### src/rtl/sha256_pkg.sv
// Shared SHA-256 definitions: FSM encoding, initial hash values, round constants and the
// bitwise round functions used by the compression stage.
package sha256_pkg;

    typedef enum logic [2:0] {
        S_IDLE   = 3'd0,
        S_LOAD   = 3'd1,
        S_ROUND  = 3'd2,
        S_UPDATE = 3'd3,
        S_DONE   = 3'd4
    } state_e;

    // H0 sits in the most significant word so the vector maps directly onto the digest.
    localparam logic [255:0] IV256 = {
        32'h6a09e667, 32'hbb67ae85, 32'h3c6ef372, 32'ha54ff53a,
        32'h510e527f, 32'h9b05688c, 32'h1f83d9ab, 32'h5be0cd19
    };

    localparam logic [255:0] IV224 = {
        32'hc1059ed8, 32'h367cd507, 32'h3070dd17, 32'hf70e5939,
        32'hffc00b31, 32'h68581511, 32'h64f98fa7, 32'hbefa4fa4
    };

    function automatic logic [31:0] rotr(input logic [31:0] x, input logic [4:0] n);
        logic [63:0] xx;
        xx = {x, x};
        return xx[n +: 32];
    endfunction

    function automatic logic [31:0] big_sigma0(input logic [31:0] x);
        return rotr(x, 5'd2) ^ rotr(x, 5'd13) ^ rotr(x, 5'd22);
    endfunction

    function automatic logic [31:0] big_sigma1(input logic [31:0] x);
        return rotr(x, 5'd6) ^ rotr(x, 5'd11) ^ rotr(x, 5'd25);
    endfunction

    function automatic logic [31:0] ch(input logic [31:0] e, input logic [31:0] f,
                                       input logic [31:0] g);
        return (e & f) ^ (~e & g);
    endfunction

    function automatic logic [31:0] maj(input logic [31:0] a, input logic [31:0] b,
                                        input logic [31:0] c);
        return (a & b) ^ (a & c) ^ (b & c);
    endfunction

    function automatic logic [31:0] k_const(input logic [5:0] t);
        logic [31:0] k;
        case (t)
            6'd0:  k = 32'h428a2f98;
            6'd1:  k = 32'h71374491;
            6'd2:  k = 32'hb5c0fbcf;
            6'd3:  k = 32'he9b5dba5;
            6'd4:  k = 32'h3956c25b;
            6'd5:  k = 32'h59f111f1;
            6'd6:  k = 32'h923f82a4;
            6'd7:  k = 32'hab1c5ed5;
            6'd8:  k = 32'hd807aa98;
            6'd9:  k = 32'h12835b01;
            6'd10: k = 32'h243185be;
            6'd11: k = 32'h550c7dc3;
            6'd12: k = 32'h72be5d74;
            6'd13: k = 32'h80deb1fe;
            6'd14: k = 32'h9bdc06a7;
            6'd15: k = 32'hc19bf174;
            6'd16: k = 32'he49b69c1;
            6'd17: k = 32'hefbe4786;
            6'd18: k = 32'h0fc19dc6;
            6'd19: k = 32'h240ca1cc;
            6'd20: k = 32'h2de92c6f;
            6'd21: k = 32'h4a7484aa;
            6'd22: k = 32'h5cb0a9dc;
            6'd23: k = 32'h76f988da;
            6'd24: k = 32'h983e5152;
            6'd25: k = 32'ha831c66d;
            6'd26: k = 32'hb00327c8;
            6'd27: k = 32'hbf597fc7;
            6'd28: k = 32'hc6e00bf3;
            6'd29: k = 32'hd5a79147;
            6'd30: k = 32'h06ca6351;
            6'd31: k = 32'h14292967;
            6'd32: k = 32'h27b70a85;
            6'd33: k = 32'h2e1b2138;
            6'd34: k = 32'h4d2c6dfc;
            6'd35: k = 32'h53380d13;
            6'd36: k = 32'h650a7354;
            6'd37: k = 32'h766a0abb;
            6'd38: k = 32'h81c2c92e;
            6'd39: k = 32'h92722c85;
            6'd40: k = 32'ha2bfe8a1;
            6'd41: k = 32'ha81a664b;
            6'd42: k = 32'hc24b8b70;
            6'd43: k = 32'hc76c51a3;
            6'd44: k = 32'hd192e819;
            6'd45: k = 32'hd6990624;
            6'd46: k = 32'hf40e3585;
            6'd47: k = 32'h106aa070;
            6'd48: k = 32'h19a4c116;
            6'd49: k = 32'h1e376c08;
            6'd50: k = 32'h2748774c;
            6'd51: k = 32'h34b0bcb5;
            6'd52: k = 32'h391c0cb3;
            6'd53: k = 32'h4ed8aa4a;
            6'd54: k = 32'h5b9cca4f;
            6'd55: k = 32'h682e6ff3;
            6'd56: k = 32'h748f82ee;
            6'd57: k = 32'h78a5636f;
            6'd58: k = 32'h84c87814;
            6'd59: k = 32'h8cc70208;
            6'd60: k = 32'h90befffa;
            6'd61: k = 32'ha4506ceb;
            6'd62: k = 32'hbef9a3f7;
            6'd63: k = 32'hc67178f2;
            default: k = 32'h00000000;
        endcase
        return k;
    endfunction

endpackage

### src/rtl/sha256_round.sv
// Combinational single SHA-256 round: working variables a..h packed with a in [255:224].
module sha256_round
    import sha256_pkg::*;
(
    input  logic [255:0] vars_in,
    input  logic [31:0]  k_in,
    input  logic [31:0]  w_in,
    output logic [255:0] vars_out
);

    logic [31:0] a_s, b_s, c_s, d_s, e_s, f_s, g_s, h_s;
    logic [31:0] t1_s, t2_s;

    // One round: compute T1/T2 and shift the working variables down by one word.
    always_comb begin
        {a_s, b_s, c_s, d_s, e_s, f_s, g_s, h_s} = vars_in;
        t1_s = h_s + big_sigma1(e_s) + ch(e_s, f_s, g_s) + k_in + w_in;
        t2_s = big_sigma0(a_s) + maj(a_s, b_s, c_s);
        vars_out = {t1_s + t2_s, a_s, b_s, c_s, d_s + t1_s, e_s, f_s, g_s};
    end

endmodule

### src/rtl/sha256_compress.sv
// SHA-256 compression stage: one round per accepted W word, chaining H across blocks.
// Build macro SHA224_EN adds mode224_in (SHA-224 IV and zeroed final digest word).
module sha256_compress
    import sha256_pkg::*;
#(
    parameter int DATA_WIDTH = 32,
    parameter int ROUNDS     = 64
) (
    input  logic                    clk,
    input  logic                    rst,
    input  logic                    start_in,
    input  logic                    first_block_in,
`ifdef SHA224_EN
    input  logic                    mode224_in,
`endif
    input  logic [DATA_WIDTH-1:0]   w_in,
    input  logic                    w_valid_in,
    output logic                    w_ready_out,
    output logic [6:0]              round_out,
    output logic                    busy_out,
    output logic [8*DATA_WIDTH-1:0] digest_out,
    output logic                    digest_valid_out
);

    localparam logic [6:0] LAST_ROUND = 7'(ROUNDS - 1);

    state_e       state_q, state_d;
    logic [6:0]   round_q, round_d;
    logic [255:0] work_q, work_d;
    logic [255:0] hash_q, hash_d;
    logic [255:0] digest_q, digest_d;
    logic         w_ready_q, w_ready_d;
    logic         busy_q, busy_d;
    logic         digest_valid_q, digest_valid_d;
    logic [255:0] round_next_s;
    logic [255:0] sum_s;
    logic [255:0] iv_s;
    logic [31:0]  k_s;
`ifdef SHA224_EN
    logic         mode_q, mode_d;
`endif

    assign k_s = k_const(round_q[5:0]);

    sha256_round u_round (
        .vars_in  (work_q),
        .k_in     (k_s),
        .w_in     (w_in),
        .vars_out (round_next_s)
    );

    // Initial hash selection for a first block.
    always_comb begin
`ifdef SHA224_EN
        if (mode224_in) begin
            iv_s = IV224;
        end else begin
            iv_s = IV256;
        end
`else
        iv_s = IV256;
`endif
    end

    // Word-wise modulo-2^32 feed-forward of the working variables into H.
    always_comb begin
        sum_s = 256'd0;
        for (int i = 0; i < 8; i++) begin
            sum_s[i*32 +: 32] = hash_q[i*32 +: 32] + work_q[i*32 +: 32];
        end
    end

    // Next-state and datapath control.
    always_comb begin
        state_d  = state_q;
        round_d  = round_q;
        work_d   = work_q;
        hash_d   = hash_q;
        digest_d = digest_q;
`ifdef SHA224_EN
        mode_d   = mode_q;
`endif
        case (state_q)
            S_IDLE: begin
                if (start_in) begin
                    state_d = S_LOAD;
                    if (first_block_in) begin
                        hash_d = iv_s;
`ifdef SHA224_EN
                        mode_d = mode224_in;
`endif
                    end else begin
                        hash_d = hash_q;
                    end
                end else begin
                    state_d = S_IDLE;
                end
            end
            S_LOAD: begin
                work_d  = hash_q;
                round_d = 7'd0;
                state_d = S_ROUND;
            end
            S_ROUND: begin
                // A cycle without w_valid_in is a full stall: nothing moves.
                if (w_valid_in) begin
                    work_d = round_next_s;
                    if (round_q == LAST_ROUND) begin
                        state_d = S_UPDATE;
                    end else begin
                        round_d = round_q + 7'd1;
                    end
                end else begin
                    work_d = work_q;
                end
            end
            S_UPDATE: begin
                hash_d  = sum_s;
                state_d = S_DONE;
`ifdef SHA224_EN
                if (mode_q) begin
                    digest_d = {sum_s[255:32], 32'h00000000};
                end else begin
                    digest_d = sum_s;
                end
`else
                digest_d = sum_s;
`endif
            end
            S_DONE: begin
                state_d = S_IDLE;
            end
            default: begin
                state_d = S_IDLE;
            end
        endcase

        w_ready_d      = (state_d == S_ROUND);
        busy_d         = (state_d != S_IDLE);
        digest_valid_d = (state_d == S_DONE);
    end

    // State and registered outputs.
    always_ff @(posedge clk) begin
        if (rst) begin
            state_q        <= S_IDLE;
            round_q        <= 7'd0;
            work_q         <= 256'd0;
            hash_q         <= IV256;
            digest_q       <= IV256;
            w_ready_q      <= 1'b0;
            busy_q         <= 1'b0;
            digest_valid_q <= 1'b0;
`ifdef SHA224_EN
            mode_q         <= 1'b0;
`endif
        end else begin
            state_q        <= state_d;
            round_q        <= round_d;
            work_q         <= work_d;
            hash_q         <= hash_d;
            digest_q       <= digest_d;
            w_ready_q      <= w_ready_d;
            busy_q         <= busy_d;
            digest_valid_q <= digest_valid_d;
`ifdef SHA224_EN
            mode_q         <= mode_d;
`endif
        end
    end

    assign w_ready_out      = w_ready_q;
    assign round_out        = round_q;
    assign busy_out         = busy_q;
    assign digest_out       = digest_q;
    assign digest_valid_out = digest_valid_q;

endmodule

### config.mk
export PLATFORM = sky130hd
export DESIGN_NAME = sha256_compress
export DESIGN_NICKNAME = d
export VERILOG_FILES = /design/src/rtl/sha256_pkg.sv /design/src/rtl/sha256_round.sv /design/src/rtl/sha256_compress.sv
export SDC_FILE = /design/constraint.sdc
export NUM_CORES = 2
export LEC_CHECK = 0
export CAP_MARGIN = 25
export CORE_ASPECT_RATIO = 0.7
export CORE_UTILIZATION = 45
export DETAILED_ROUTE_END_ITERATION = 10
export HOLD_SLACK_MARGIN = 0.08
export PLACE_DENSITY = 0.63
export SYNTH_ARGS = -nofsm -noshare
export SYNTH_HDL_FRONTEND = slang
export SYNTH_SLANG_ARGS = --single-unit
### constraint.sdc
create_clock -name clk -period 14.3 [get_ports clk]
set_input_delay 2.86 -clock clk [delete_from_list [all_inputs] [get_ports clk]]
set_output_delay 2.86 -clock clk [all_outputs]
set_load 0.02 [all_outputs]
==> impl_metrics.csv <==
group,metric,value,unit
placement,gp_congestion,0.960,
grt,grt_pass1_wl,290,mm
synth,synth_top_family_by_area,"compound AO/OA/AOI/OAI gates",
synth,synth_seq_area_share,0.309,
power,p_per_area,179,mW/mm^2
synth,synth_compound_gate_area_share,0.251,
outcome,status,"complete, no violations",
synth,ys_ff_latch,813,
synth,synthFlopType,"dfxtp_1",
synth,yosys.area_share.simple,0.171,
die,coreArea,0.115,sq mm
finish,area_delta_synth_final,13.6,%
synth,syn_area_per_cell,7.87,sq um
synth,ys.warnings.count,0,
grt,grt.total_usage,0.319,
grt,antenna_found_initial,9,
finish,nets,7248,
synth,netlist_area,0.0526,sq mm
clocking,postCtsHoldBufs,0,
critical_path,slowest_delay,530,ps
clocking,clockBufferDepth,3,
timing,max_freq,0.100,GHz
grt,grt_pass1_vias,45100,
grt,grt_start_max_net_pins,192,
clocking,clk_pin_slew_worst_paths,60,ps
die,design.die.area,0.118,sq mm
clocking,cts_buffers,89,
finish,fillers,11100,
critical_path,critPathTopFamily,"compound AO/OA/AOI/OAI gates",
power,p_leak,25.6,nW
power,vdd_ir_drop_max,0.000157,V
critical_path,cp.arrival,10620,ps
job,maxCapViolations,0,
critical_path,crit_fanout,6,
routing,wl,195,mm
timing,slew_headroom,0.200,
timing,setup_viol,0,
critical_path,crit_buf_inv,5,
routing,drcViolationCount,0,
routing,vias,50100,
clocking,cts_max_level,3,
die,fp.dieW,411,um
die,ios,303,
timing,slew_viol_final,0,
critical_path,cpMaxStageDelayCell,"fa_1",
timing,finClkSkew,32.0,ps
grt,grt_overflow,0,
critical_path,required,14940,ps
clocking,clock_sinks,813,
synth,synth-adder-area-share,0.136,
die,start_util,0.456,
routing,ant_nets,0,
routing,wl_per_cell,23.4,um
clocking,cts_resized,0,
synth,syn_nets,7218,
timing,rsz0062_at_grt,"false",
synth,synth_cell_types,93,
die,row_count,104,
clocking,clock_latency,720,ps
synth,synth-edff-count,0,
placement,io_buffers,302,
critical_path,critical_path.startpoint_type,"input pin",
synth,synth_mux_area_frac,0.0105,
clocking,postCtsSetupRepairBufs,0,
clocking,cts_tree,"yes",
finish,drive_above_1_share,0.0480,
routing,drtIter0Drc,5472,
clocking,cts_root_buf,"clkbuf_16",
routing,dr.pass1.iters,7,
timing,period_needed,9980,ps
finish,utilization,0.518,
timing,fin_crit_sh,0.698,
synth,synth_xor_xnor_area_share,0.0675,
timing,hold_viol_final,0,
placement,dp_hpwl,141,mm
synth,asyncSetResetFlopFracSynth,0,
timing,fin_setup_tns,0,ps
timing,tightest_slew,1190,ps
hold_path,min_path_type,"reg -> reg",
die,fp.dieH,288,um
critical_path,path_class,"in -> reg",
synth,synthCells,6690,
critical_path,endpoint_kind,"register",
routing,viasPerCell,6.01,
==> where the power goes <==
part,internal (mW),total (mW),switching (mW)
Combinational,2.23,5.58,3.35
Sequential,2.36,2.54,0.178
Clock,1.50,2.58,1.08
Total,6.10,10.7,4.61
==> routing by layer <==
layer / GRT usage / up-vias / part of all wire
li1: - / 23500 / -
met1: 0.496 / 24100 / 0.48
met2: 0.440 / 2242 / 0.40
met3: 0.0718 / 250 / 0.11
met4: 0.0676 / 2 / 0.021
met5: 0 / - / 0.000067
==> cell usage after synthesis, drive strengths merged (10+ instances only) <==
library cell,instances,share of area
nand2,1004,0.072
dfxtp,813,0.31
nor2,681,0.049
a21oi,602,0.057
o21ai,498,0.048
clkbuf,376,0.027
ha,358,0.085
inv,323,0.023
xnor2,268,0.045
a21o,235,0.034
a311oi,224,0.037
xor2,135,0.022
fa,133,0.051
nor3,82,0.0078
nand2b,71,0.0086
o21a,63,0.0090
a211oi,61,0.0088
buf,51,0.0046
nand3,50,0.0048
a31oi,48,0.0058
o211ai,42,0.0060
or3,38,0.0046
and3,36,0.0043
nor2b,35,0.0042
o21bai,34,0.0049
mux2,31,0.0066
o22ai,28,0.0033
a22o,27,0.0045
nand4,26,0.0031
and2,22,0.0026
a31o,20,0.0033
mux2i,18,0.0034
a221oi,16,0.0029
nor4,16,0.0019
a21boi,15,0.0021
o311ai,15,0.0025
a211o,14,0.0023
o31ai,14,0.0020
or2,14,0.0017
nor3b,12,0.0017
o221ai,11,0.0019
nand3b,10,0.0014
o22a,10,0.0017
==> final timing paths <==
kind	startpoint	end	slack, ps	cells past startpoint
setup / recovery	w_in[9]	work_q[255]	4320	31
hold / removal	digest_out[20]	digest_out[20]	440	2
setup reg to reg	work_q[1]	work_q[254]	6510	30
hold reg to reg	digest_out[20]	digest_out[20]	440	2
==> cell type report <==
class / instances / area, sq um / share of cell area
clock buffers: 117 / 2520 / 0.0422
clock inverters: 50 / 722 / 0.0121
diodes: 1 / 2.50 / 0.0000419
flip-flops and latches: 813 / 16300 / 0.272
repair buffers: 366 / 3560 / 0.0595
multi-input cells: 5126 / 33600 / 0.561
inverters: 324 / 1220 / 0.0205
well taps: 1537 / 1920 / 0.0322
==> through the flow <==
step / total power [mW] / std cells / hold slack (ps) / worst slack (ps) / instance area [sq um]
final: 10.7 / 8334 / 444 / 4320 / 59800
after global routing: 11.4 / 8333 / 465 / 3890 / 59800
after CTS: 10.6 / 8332 / 446 / 4380 / 59800
after detailed placement: 8.03 / 8165 / 437 / 3660 / 56500
after global placement: 7.98 / 8164 / 435 / 3720 / 56500
after floorplan: 6.67 / 6690 / 436 / 5000 / 52600
==> kinds of logic (layout without fill, tap and decap cells) <==
| logic type | count (synthesis) | after routing |
|---|---|---|
| adders and majority gates | 493 | 493 |
| muxes | 50 | 50 |
| DFF | 813 | 813 |
| xor gates and xnor gates | 404 | 404 |
| AOI/OAI and AO/OA | 2054 | 2054 |
| and+or+nand+nor | 2125 | 2125 |
| buffers and inverters | 751 | 857 |
| other | 0 | 1 |
==> worst min-delay path, stage by stage (launching register included) <==
cell and delay, ps:
dfxtp_1 310, nand2_1 50, nand2_1 50
==> state kept, by name (all words and copies together) (netlist names) <==
name              flops
state_q               3
round_out             7
busy_out              1
k_s                  32
work_q              256
digest_valid_out      1
hash_q              256
w_ready_out           1
digest_out          256
==> layout by cell type (no fill, tap or decap), drive strengths merged, types with 28 or more instances in the layout <==
cell type,n
nor3,82
and3,36
a211oi,61
o22ai,28
dfxtp,813
o21bai,34
o21ai,498
xor2,135
clkdlybuf4s50,301
xnor2,268
mux2,31
clkbuf,117
nor2,681
nor2b,35
ha,358
or3,38
fa,133
nand3,50
a311oi,224
o211ai,42
a21o,235
o21a,63
a31oi,48
a21oi,602
nand2b,71
buf,65
nand2,1004
inv,330
(Power assumes the default switching activity.)
